## config.mk

```make
export PLATFORM = sky130hd
export DESIGN_NAME = fetch_sequencer
export DESIGN_NICKNAME = d
export VERILOG_FILES = /design/src/rtl/fetch_pkg.sv /design/src/rtl/fetch_pc_reg.sv /design/src/rtl/fetch_sequencer.sv
export SDC_FILE = /design/constraint.sdc
export NUM_CORES = 1
export LEC_CHECK = 0
export BUFFER_PORTS_ARGS = -buffer_cell sky130_fd_sc_hd__buf_2
export CAP_MARGIN = 10
export CORE_MARGIN = 2
export CORE_UTILIZATION = 34
export DETAILED_ROUTE_END_ITERATION = 10
export PLACE_DENSITY_LB_ADDON = 0.1
export SYNTH_ARGS = -nofsm -noshare
export SYNTH_HDL_FRONTEND = slang
export SYNTH_HIERARCHICAL = 1
export SYNTH_SLANG_ARGS = --single-unit
```

## constraint.sdc

```tcl
create_clock -name clk -period 7.4 [get_ports clk]
set_input_delay 1.48 -clock clk [delete_from_list [all_inputs] [get_ports clk]]
set_output_delay 1.48 -clock clk [all_outputs]
set_load 0.01 [all_outputs]
```

## src/rtl/fetch_pkg.sv

```systemverilog
// fetch_pkg: shared state encoding and constants for the instruction-fetch sequencer
package fetch_pkg;
    typedef enum logic [1:0] {BOOT, RUN, HALT, STEP} fetch_state_t;
    localparam logic [31:0] NOP_INSTR = 32'h0000_0000;
    localparam int PC_INC = 4;
    localparam int BOOT_CNT_W = 4;
endpackage

```

## src/rtl/fetch_pc_reg.sv

```systemverilog
// fetch_pc_reg: word-aligned program counter with redirect load and fetch advance
module fetch_pc_reg import fetch_pkg::*; #(
    parameter int ADDR_W = 32,
    parameter logic [ADDR_W-1:0] RESET_PC = '0
) (
    input  logic              clk,
    input  logic              rst_n,
    input  logic              i_load,
    input  logic              i_en,
    input  logic [ADDR_W-1:0] i_load_addr,
    output logic [ADDR_W-1:0] o_pc
);
    logic [ADDR_W-1:0] r_pc;

    // redirect wins over advance; the increment wraps naturally at the top of the address space
    always_ff @(posedge clk or negedge rst_n) begin
        if (!rst_n) r_pc <= RESET_PC;
        else if (i_load) r_pc <= i_load_addr & ~ADDR_W'(3);
        else if (i_en) r_pc <= r_pc + ADDR_W'(PC_INC);
    end

    assign o_pc = r_pc;
endmodule

```

## src/rtl/fetch_sequencer.sv

```systemverilog
// fetch_sequencer: IF-stage controller (boot delay, freeze, branch redirect; debug halt/step with FETCH_DEBUG_EN)
module fetch_sequencer import fetch_pkg::*; #(
    parameter int ADDR_W = 32,
    parameter int DATA_W = 32,
    parameter logic [ADDR_W-1:0] RESET_PC = '0,
    parameter int BOOT_DELAY = 2
) (
    input  logic              clk,
    input  logic              rst_n,
    input  logic              i_freeze,
    input  logic              i_branch_taken,
    input  logic [ADDR_W-1:0] i_branch_addr,
    output logic [ADDR_W-1:0] o_imem_addr,
    input  logic [DATA_W-1:0] i_imem_data,
`ifdef FETCH_DEBUG_EN
    input  logic              i_dbg_halt_req,
    input  logic              i_dbg_step,
    output logic              o_dbg_halted,
`endif
    output logic [ADDR_W-1:0] o_if_pc,
    output logic [DATA_W-1:0] o_if_instr,
    output logic              o_if_valid
);
    fetch_state_t            r_state;
    logic [BOOT_CNT_W-1:0]   r_boot_cnt;
    logic [ADDR_W-1:0]       r_if_pc;
    logic [DATA_W-1:0]       r_if_instr;
    logic                    r_if_valid;
    logic                    r_dbg_halted;
    logic [ADDR_W-1:0]       w_pc;
    logic                    w_run;
    logic                    w_load;
    logic                    w_fetch;

    assign w_run   = (r_state == RUN) || (r_state == STEP);
    assign w_load  = i_branch_taken && (r_state != BOOT);
    assign w_fetch = w_run && !i_branch_taken && !i_freeze;

    fetch_pc_reg #(.ADDR_W(ADDR_W), .RESET_PC(RESET_PC)) u_pc (
        .clk         (clk),
        .rst_n       (rst_n),
        .i_load      (w_load),
        .i_en        (w_fetch),
        .i_load_addr (i_branch_addr),
        .o_pc        (w_pc)
    );

    // sequencing FSM plus boot counter and IF/ID register; branch flushes, freeze holds everything
    always_ff @(posedge clk or negedge rst_n) begin
        if (!rst_n) begin
            r_state      <= BOOT;
            r_boot_cnt   <= '0;
            r_if_pc      <= '0;
            r_if_instr   <= DATA_W'(NOP_INSTR);
            r_if_valid   <= 1'b0;
            r_dbg_halted <= 1'b0;
        end else begin
            case (r_state)
                BOOT: begin
                    r_boot_cnt <= r_boot_cnt + BOOT_CNT_W'(1);
                    if (r_boot_cnt == BOOT_CNT_W'(BOOT_DELAY - 1)) r_state <= RUN;
                end
                RUN: begin
                    if (i_branch_taken) begin
                        r_if_instr <= DATA_W'(NOP_INSTR);
                        r_if_valid <= 1'b0;
                    end else if (!i_freeze) begin
                        r_if_instr <= i_imem_data;
                        r_if_pc    <= w_pc + ADDR_W'(PC_INC);
                        r_if_valid <= 1'b1;
                    end
`ifdef FETCH_DEBUG_EN
                    if (i_dbg_halt_req && !i_branch_taken) begin
                        r_state      <= HALT;
                        r_dbg_halted <= 1'b1;
                    end
`endif
                end
`ifdef FETCH_DEBUG_EN
                HALT: begin
                    r_if_valid <= 1'b0;
                    if (i_branch_taken) r_if_instr <= DATA_W'(NOP_INSTR);
                    if (i_dbg_step) begin
                        r_state      <= STEP;
                        r_dbg_halted <= 1'b0;
                    end else if (!i_dbg_halt_req) begin
                        r_state      <= RUN;
                        r_dbg_halted <= 1'b0;
                    end
                end
                STEP: begin
                    if (i_branch_taken) begin
                        r_if_instr   <= DATA_W'(NOP_INSTR);
                        r_if_valid   <= 1'b0;
                        r_state      <= HALT;
                        r_dbg_halted <= 1'b1;
                    end else if (!i_freeze) begin
                        r_if_instr   <= i_imem_data;
                        r_if_pc      <= w_pc + ADDR_W'(PC_INC);
                        r_if_valid   <= 1'b1;
                        r_state      <= HALT;
                        r_dbg_halted <= 1'b1;
                    end
                end
`endif
                default: r_state <= BOOT;
            endcase
        end
    end

    assign o_imem_addr = {w_pc[ADDR_W-1:2], 2'b00};
    assign o_if_pc     = r_if_pc;
    assign o_if_instr  = r_if_instr;
    assign o_if_valid  = r_if_valid;
`ifdef FETCH_DEBUG_EN
    assign o_dbg_halted = r_dbg_halted;
`endif
endmodule

```

==> results of run 1 <==
==> report_power, final <==
| part | switching [W] | leakage (nW) | internal (W) |
|---|---|---|---|
| clock network | 0.000202 | 0.149 | 0.000296 |
| logic | 0.000127 | 1.41 | 0.0000994 |
| registers | 0.0000621 | 1.20 | 0.000599 |
| total | 0.000391 | 2.76 | 0.000995 |
==> metrics by stage <==
| stage | util, % | total power, W | instance area [um^2] | setup WS (ns) |
|---|---|---|---|---|
| after floorplan | - | 0.000779 | 4860 | 3.65 |
| after global placement | 41.4 | 0.000895 | 5770 | 3.15 |
| after detailed placement | 41.4 | 0.000899 | 5770 | 3.12 |
| after CTS | 43.7 | 0.00141 | 6090 | 3.49 |
| after global routing | 43.8 | 0.00146 | 6100 | 3.29 |
| final | 43.8 | 0.00139 | 6100 | 3.49 |
==> synth_stat cells (all sizes together) <==
master / count
xor2: 24
o21ai: 20
nor3b: 1
a21oi: 29
nand2: 36
mux2: 3
dfrtp: 100
xnor2: 20
nor3: 9
nand4: 22
a31oi: 16
mux2i: 2
clkbuf: 22
and2: 2
and3: 10
inv: 8
ha: 4
o31ai: 12
nor4: 5
nand4b: 1
a21o: 1
and4: 6
buf: 10
or3: 4
a22o: 32
nand3: 19
nand2b: 1
nor2: 49
conb: 2
or4: 12
==> registers in the layout, summed over array words and instances, names as in the netlist <==
register    cells
o_if_instr     32
o_if_pc        32
u_pc/o_pc      30
r_boot_cnt      4
o_if_valid      1
r_state         1
==> cell type report <==
type	instances	area share, %
repair buffers	165	13.9
clock inverters	6	1.46
well taps	180	3.69
clock buffers	10	3.75
flip-flops and latches	100	41.0
inverters	8	0.492
multi-input cells	344	35.7
==> logic make-up (layout without fill, tap and decap cells) <==
kind of cell / after synthesis / after routing
AOI/OAI and AO/OA: 110 / 110
xor gates and xnor gates: 44 / 44
adders and majority gates: 4 / 4
buffers and inverters: 40 / 189
DFF: 100 / 100
muxes: 5 / 5
other: 2 / 4
and+or+nand+nor: 177 / 177
==> worst max-delay path by stage <==
| stage | start | endpoint | slack (ns) | depth (start not counted) |
|---|---|---|---|---|
| global placement | i_branch_taken | u_pc/o_pc[22]$_DFFE_PN0N_ | 3.15 | 8 |
| floorplan | i_branch_taken | u_pc/o_pc[20]$_DFFE_PN0N_ | 3.65 | 8 |
| finish | i_branch_taken | u_pc/o_pc[26]$_DFFE_PN0N_ | 3.49 | 8 |
| detailed placement | i_branch_taken | u_pc/o_pc[26]$_DFFE_PN0N_ | 3.12 | 8 |
| global route | i_branch_taken | u_pc/o_pc[20]$_DFFE_PN0N_ | 3.29 | 8 |
| CTS | i_branch_taken | u_pc/o_pc[26]$_DFFE_PN0N_ | 3.49 | 8 |
==> cell usage in the layout (no fill, tap or decap), types with 3 or more instances in the layout <==
| cell type | n |
|---|---|
| conb_1 | 4 |
| o31ai_1 | 12 |
| nand2_1 | 36 |
| xor2_1 | 24 |
| inv_1 | 8 |
| nor4_1 | 3 |
| nor3_1 | 9 |
| a21oi_1 | 29 |
| buf_4 | 5 |
| nor2_1 | 49 |
| ha_1 | 4 |
| and3_1 | 10 |
| a22o_1 | 32 |
| nand4_1 | 20 |
| xnor2_1 | 20 |
| and4_1 | 5 |
| o21ai_0 | 19 |
| buf_2 | 159 |
| dfrtp_1 | 100 |
| or3_1 | 4 |
| nand3_1 | 18 |
| mux2_2 | 3 |
| a31oi_1 | 16 |
| clkbuf_16 | 9 |
| or4_1 | 12 |
==> critical path: stages <==
cell and delay [ns]:
buf_2 0.12, nor3b_2 0.24, buf_4 0.39, buf_4 0.58
and3_1 0.34, nand4_4 0.23, or4_1 0.58, a31oi_1 0.17
==> per-layer routing <==
layer	wire, um	vias up
met5	0	-
met4	178	0
met3	970	12
met2	5870	152
met1	6130	1979
li1	-	2033
==> impl_metrics.ini, run 1 <==
[timing]
fin_crit_ns = 3.91
fin_skew_ns = 0.00894
finalSetupViolations = 0
drv_slew = 0
totalNegativeSetupSlack_ns = 0
maxSlewHeadroom_pct = 37.0
hold_violations = 0
finalCritPeriodShare_pct = 52.9
fmax_mhz = 256
tightest_slew_ns = 0.944
whs_ns = 0.480
grt_setup_unrepaired = no

[grt]
met2_usage_pct = 25.7
grt_pass1_vias = 3859
grt_max_degree = 64
antenna_found_initial = 0
met1_usage_pct = 24.1
grt_pass1_wl_um = 20000
top_usage_layer = met2
overflow = 0
grt_usage_pct = 17.0
gr-usage-met3_pct = 3.41

[floorplanning]
core_mm2 = 0.0139
fp.dieH_um = 123
fp.dieArea_mm2 = 0.0152
die_x_um = 123
io_pins = 165
rows = 43
initial_core_util_pct = 34.8

[finish]
layout-drive-gt1-share_pct = 30.2
multiInputGateArea_mm2 = 0.00218
final_cells = 813
syn_to_final_growth_pct = 25.8
fillCellCount = 1420
register_area_mm2 = 0.00250
finalNetCount = 700
n_antenna_cell = 0

[synthesis]
syn_inst = 482
yosysTopAreaCell = dfrtp_1
syn_area_mm2 = 0.00485
synth_seq_cells = 100
synth_mux_area_share_pct = 1.11
synthDistinctLibCells = 39
synth_top_family_by_area = simple AND/OR/NAND/NOR gates
synth-compound-area-share_pct = 14.9
synthSimpleGateAreaFrac_pct = 19.4
syn_area_per_cell_um2 = 10.1
yosysTopAreaCellShare_pct = 51.6
yosys.area_share.xor_xnor_pct = 7.94
yosysSeqAreaShare_pct = 51.6
synth-adder-area-share_pct = 1.03
ys_top_cells_by_area = dfrtp_1 52%, a22o_1 5.8%, xor2_1 4.3%
ys_warn_count = 6

[critical_path]
arrival_ns = 4.17
r2r-end = u_pc/o_pc[26]$_DFFE_PN0N_
cp-start-kind = input pin
cp.required_ns = 7.66
cp_max_fo = 63
crit_type = in -> reg
r2r_start = r_state[0]$_DFFE_PN0P_
crit_path_end_kind = flop
ff2ff_path_depth = 7
timing.reg2reg.setup_slack_ns = 4.20

[drt]
dr.pass1.iters = 4
drt_wl_total_um = 13100
num_vias = 4176
postRouteAntennaNets = 0
drtIter0Drc = 214
routed_via_density = 5.14
avgRoutedWirePerCell_um = 16.2
drc_errors = 0

[clocking]
cts_tree = yes
clock_sinks = 100
cts_buffers = 9
htreeDepth = 3
cts_resized = 0
cts_setup_buffers = 0
cts_root_buf = clkbuf_16
hold_buffers = 0
clk_path_buf_depth = 2
clk_pin_slew_worst_paths_ns = 0.06
clk_latency_ns = 0.34

[placement]
hpwlAfterDp_um = 9330
place_inst = 796
routabilityCongestion = 0.760
io_buffers = 160

[power]
leakage_nw = 2.76
ir_drop_uv = 121
powerDensity_mw_per_mm2 = 227

[hold_path]
hp-start = r_boot_cnt[3]$_DFFE_PN0N_
min_path_type = reg -> reg
min_to = r_boot_cnt[3]$_DFFE_PN0N_
whs_path_depth = 1

[status]
status = finished clean

[run]
drv_cap = 0
No activity file was read; power rests on OpenSTA's default activity.
==> run 2, diff against run 1 <==
Clock period 7.4 ns to 3.5 ns, I/O delays scaled along.
==> impl_metrics.ini, run 2 (synthesis gave the netlist of run 1 again) <==
[status]
status = finished clean

[finish]
n_antenna_cell = 0
postLayoutCoreUtil_pct = 44.2
final_cell_mix = 159 x buf_2, 100 x dfrtp_1, 49 x nor2_1
final_common_cell = buf_2
syn_to_final_growth_pct = 26.9
layout-drive-gt1-share_pct = 30.4
finalNetCount = 701

[grt]
grt_usage_pct = 17.6
overflow = 0
top_usage_layer = met2
antenna_found_initial = 0
grt_max_degree = 96
gr-usage-met3_pct = 3.27
met2_usage_pct = 27.1
met1_usage_pct = 24.9
grt_pass1_wl_um = 20500
grt_pass1_vias = 4002

[drt]
postRouteAntennaNets = 0
drt_wl_total_um = 13300
dr.pass1.iters = 6
drtIter0Drc = 201
avgRoutedWirePerCell_um = 16.3
num_vias = 4185
drc_errors = 0
routed_via_density = 5.14

[clocking]
clk_pin_slew_worst_paths_ns = 0.07
clock_sinks = 100
cts_buffers = 9
cts_root_buf = clkbuf_16
htreeDepth = 3
cts_resized = 0
cts_tree = yes
clk_latency_ns = 0.34
clk_path_buf_depth = 2
hold_buffers = 0
cts_setup_buffers = 0

[floorplanning]
initial_core_util_pct = 34.8
fp.dieH_um = 123
die_x_um = 123
fp.dieArea_mm2 = 0.0152
rows = 43
io_pins = 165
core_mm2 = 0.0139

[hold_path]
min_path_type = in -> async

[timing]
grt_setup_unrepaired = no
finalCritPeriodShare_pct = 69.2
hold_violations = 0
maxSlewHeadroom_pct = 34.3
totalNegativeSetupSlack_ns = 0
fin_skew_ns = 0.00613
fmax_mhz = 413
finalSetupViolations = 0
fin_crit_ns = 2.42
tightest_slew_ns = 0.985
drv_slew = 0

[run]
drv_cap = 0

[critical_path]
crit_path_end_kind = flop
crit_type = reg -> reg
ff2ff_path_depth = 5
cp_max_fo = 10
cp-start-kind = flop
cp.required_ns = 3.76
arrival_ns = 2.68
timing.reg2reg.setup_slack_ns = 1.08

[placement]
routabilityCongestion = 0.760
io_buffers = 160
hpwlAfterDp_um = 9430

[power]
ir_drop_uv = 204
leakage_nw = 2.79
powerDensity_mw_per_mm2 = 501
==> run 2: final timing paths <==
path                                                start                    endpoint
min in group clk                r_boot_cnt[3]$_DFFE_PN0N_   r_boot_cnt[3]$_DFFE_PN0N_
worst min register to register  r_boot_cnt[3]$_DFFE_PN0N_   r_boot_cnt[3]$_DFFE_PN0N_
worst min-delay path                                rst_n  o_if_instr[31]$_DFFE_PN0P_
worst max-delay path               r_state[0]$_DFFE_PN0P_   u_pc/o_pc[27]$_DFFE_PN0N_
worst max register to register     r_state[0]$_DFFE_PN0P_   u_pc/o_pc[27]$_DFFE_PN0N_
max in group asynchronous                           rst_n   o_if_instr[2]$_DFFE_PN0P_
==> run 2: layout make-up <==
| type | count | area (um^2) |
|---|---|---|
| fillers | 1426 | 7780 |
| clock buffers | 9 | 225 |
| flip-flops and latches | 100 | 2500 |
| repair buffers | 166 | 856 |
| multi-input cells | 344 | 2180 |
| well taps | 180 | 225 |
| inverters | 8 | 30.0 |
| clock inverters | 7 | 139 |
==> run 2: through the flow <==
stage / instances / power, W / hold WS (ns) / instance area [um^2] / setup slack [ns]
after detailed placement: 797 / 0.00190 / 0.467 / 5780 / 0.780
after global placement: 797 / 0.00189 / 0.468 / 5780 / 0.864
final: 814 / 0.00308 / 0.312 / 6160 / 1.08
after floorplan: 484 / 0.00165 / 0.404 / 4860 / 0.532
after CTS: 813 / 0.00312 / 0.319 / 6140 / 1.04
after global routing: 814 / 0.00324 / 0.339 / 6160 / 0.855
==> run 2: report_power, final <==
part | switching (W) | internal [W]
registers | 0.000135 | 0.00127
logic | 0.000267 | 0.000211
clock network | 0.000435 | 0.000770
==> run 2: worst max-delay path, cell delays in order (launching register included) <==
cell	delay (ns)
dfrtp_1	0.51
nor3b_2	0.39
and4_1	0.39
nand4_1	0.29
or4_1	0.56
a31oi_1	0.19
==> run 2: metal layers <==
metal	share of wire [%]	vias to the layer above
li1	-	2049
met2	44	140
met4	1.3	0
met3	6.1	11
met1	49	1985
met5	0	-
==> run 3, diff against run 2 <==
Clock period 3.5 ns to 2 ns, I/O delays scaled along.
==> impl_metrics.ini, run 3 (synthesis gave the netlist of run 1 again) <==
[status]
status = finished clean

[clocking]
clk_path_buf_depth = 2
clk_latency_ns = 0.35
cts_root_buf = clkbuf_16
cts_buffers = 9
cts_tree = yes
htreeDepth = 3
clock_sinks = 100
clk_pin_slew_worst_paths_ns = 0.08

[timing]
grt_setup_unrepaired = yes
drv_slew = 0
fin_crit_ns = 1.90
fin_skew_ns = 0.0121
finalCritPeriodShare_pct = 95.0
fmax_mhz = 526
finalSetupViolations = 0
hold_violations = 0

[drt]
postRouteAntennaNets = 0
drt_wl_total_um = 13300
dr.pass1.iters = 5
drc_errors = 0
avgRoutedWirePerCell_um = 15.5
num_vias = 4256
routed_via_density = 4.98
drtIter0Drc = 228

[placement]
io_buffers = 160
hpwlAfterDp_um = 9870
routabilityCongestion = 0.789

[finish]
n_antenna_cell = 0
final_cell_mix = 159 x buf_2, 99 x dfrtp_1, 49 x nor2_1
layout-drive-gt1-share_pct = 34.9
syn_to_final_growth_pct = 32.7
postLayoutCoreUtil_pct = 46.2
finalNetCount = 741
final_common_cell = buf_2

[floorplanning]
initial_core_util_pct = 34.8
die_x_um = 123
rows = 43
fp.dieH_um = 123
fp.dieArea_mm2 = 0.0152
core_mm2 = 0.0139
io_pins = 165

[grt]
grt_pass1_vias = 3991
overflow = 0
grt_pass1_wl_um = 20500
grt_max_degree = 43
antenna_found_initial = 0
grt_usage_pct = 17.6

[power]
powerDensity_mw_per_mm2 = 785
power_w = 0.00505
leakage_nw = 2.95
ir_drop_uv = 413

[critical_path]
crit_path_top_delay_cell = or4_1
cp_max_fo = 12
crit_chain = nor3b_4, and3_4, nand4_4, or4_1, a31oi_1
crit_type = reg -> reg
crit_path_end_kind = flop
timing.reg2reg.setup_slack_ns = 0.10
cp.required_ns = 2.28
max_stage_delay_ns = 0.53
arrival_ns = 2.18
worst-path-buf-inv = 0
cp-start-kind = flop
crit_family = simple AND/OR/NAND/NOR gates

[hold_path]
min_path_type = in -> reg

[run]
drv_cap = 0
-- run 3: changes by cell type in the layout (fill, tap and decap cells not counted), moves of 2 or more --
| cell | previous run | this run |
|---|---|---|
| buf_12 | 0 | 3 |
| buf_4 | 6 | 43 |
| bufinv_16 | 4 | 0 |
| clkinv_2 | 2 | 0 |
| clkinv_4 | 1 | 3 |
| inv_6 | 0 | 3 |
-- run 3: per-layer routing --
| layer | vias to the layer above | GRT usage [%] | wire length [um] |
|---|---|---|---|
| met1 | 1954 | 23.9 | 6210 |
| met3 | 13 | 3.23 | 836 |
| met4 | 0 | 6.89 | 191 |
| li1 | 2126 | - | - |
| met5 | - | 0 | 0 |
| met2 | 163 | 27.9 | 6030 |
-- run 3: cell type report --
type / instances / area (um^2)
inverters: 8 / 30.0
clock inverters: 7 / 60.1
well taps: 180 / 225
fillers: 1394 / 7500
multi-input cells: 344 / 2200
flip-flops and latches: 100 / 2500
repair buffers: 206 / 1190
clock buffers: 9 / 225
-- run 3: where the power goes --
group / switching [W] / total, W / internal, W / leakage (nW)
combinational: 0.000534 / 0.000978 / 0.000444 / 1.61
sequential: 0.000180 / 0.00240 / 0.00222 / 1.20
clock: 0.000813 / 0.00168 / 0.000864 / 0.137
total: 0.00153 / 0.00505 / 0.00352 / 2.95
-- run 3: per-stage QoR --
step                      hold slack (ns)  TNS (ns)  worst slack [ns]  cells  area (um^2)
after floorplan                     0.104    -0.738            -0.126    484         4920
after global placement              0.345    -0.573           -0.0815    837         6130
after detailed placement            0.347     -1.13            -0.156    837         6130
after CTS                           0.240         0            0.0385    854         6420
after global routing                0.258    -0.109           -0.0379    854         6430
final                               0.259         0             0.100    854         6430
-- run 3: what timing repair did --
action | 4_1_cts | 5_1_grt
gates resized for setup | 0 | 4
hold buffers | 1 | 0
setup endpoints to repair | 0 | 11
setup buffers | 0 | 0
hold endpoints to repair | 24 | 0
-- run 3: final timing paths --
check	startpoint	end	cells past startpoint
max	r_state[0]$_DFFE_PN0P_	u_pc/o_pc[26]$_DFFE_PN0N_	5
min	i_branch_addr[6]	u_pc/o_pc[6]$_DFFE_PN0N_	3
max reg2reg	r_state[0]$_DFFE_PN0P_	u_pc/o_pc[26]$_DFFE_PN0N_	5
min reg2reg	r_boot_cnt[3]$_DFFE_PN0N_	r_boot_cnt[3]$_DFFE_PN0N_	1
max in group asynchronous	rst_n	o_if_instr[23]$_DFFE_PN0P_	3
min in group asynchronous	rst_n	o_if_pc[9]$_DFFE_PN0P_	2
-- run 3: worst register-to-register path, cell delays in order (launching register included) --
cell and delay (ns):
dfrtp_1 0.34, nor3b_4 0.31, and3_4 0.27, nand4_4 0.21, or4_1 0.53, a31oi_1 0.17
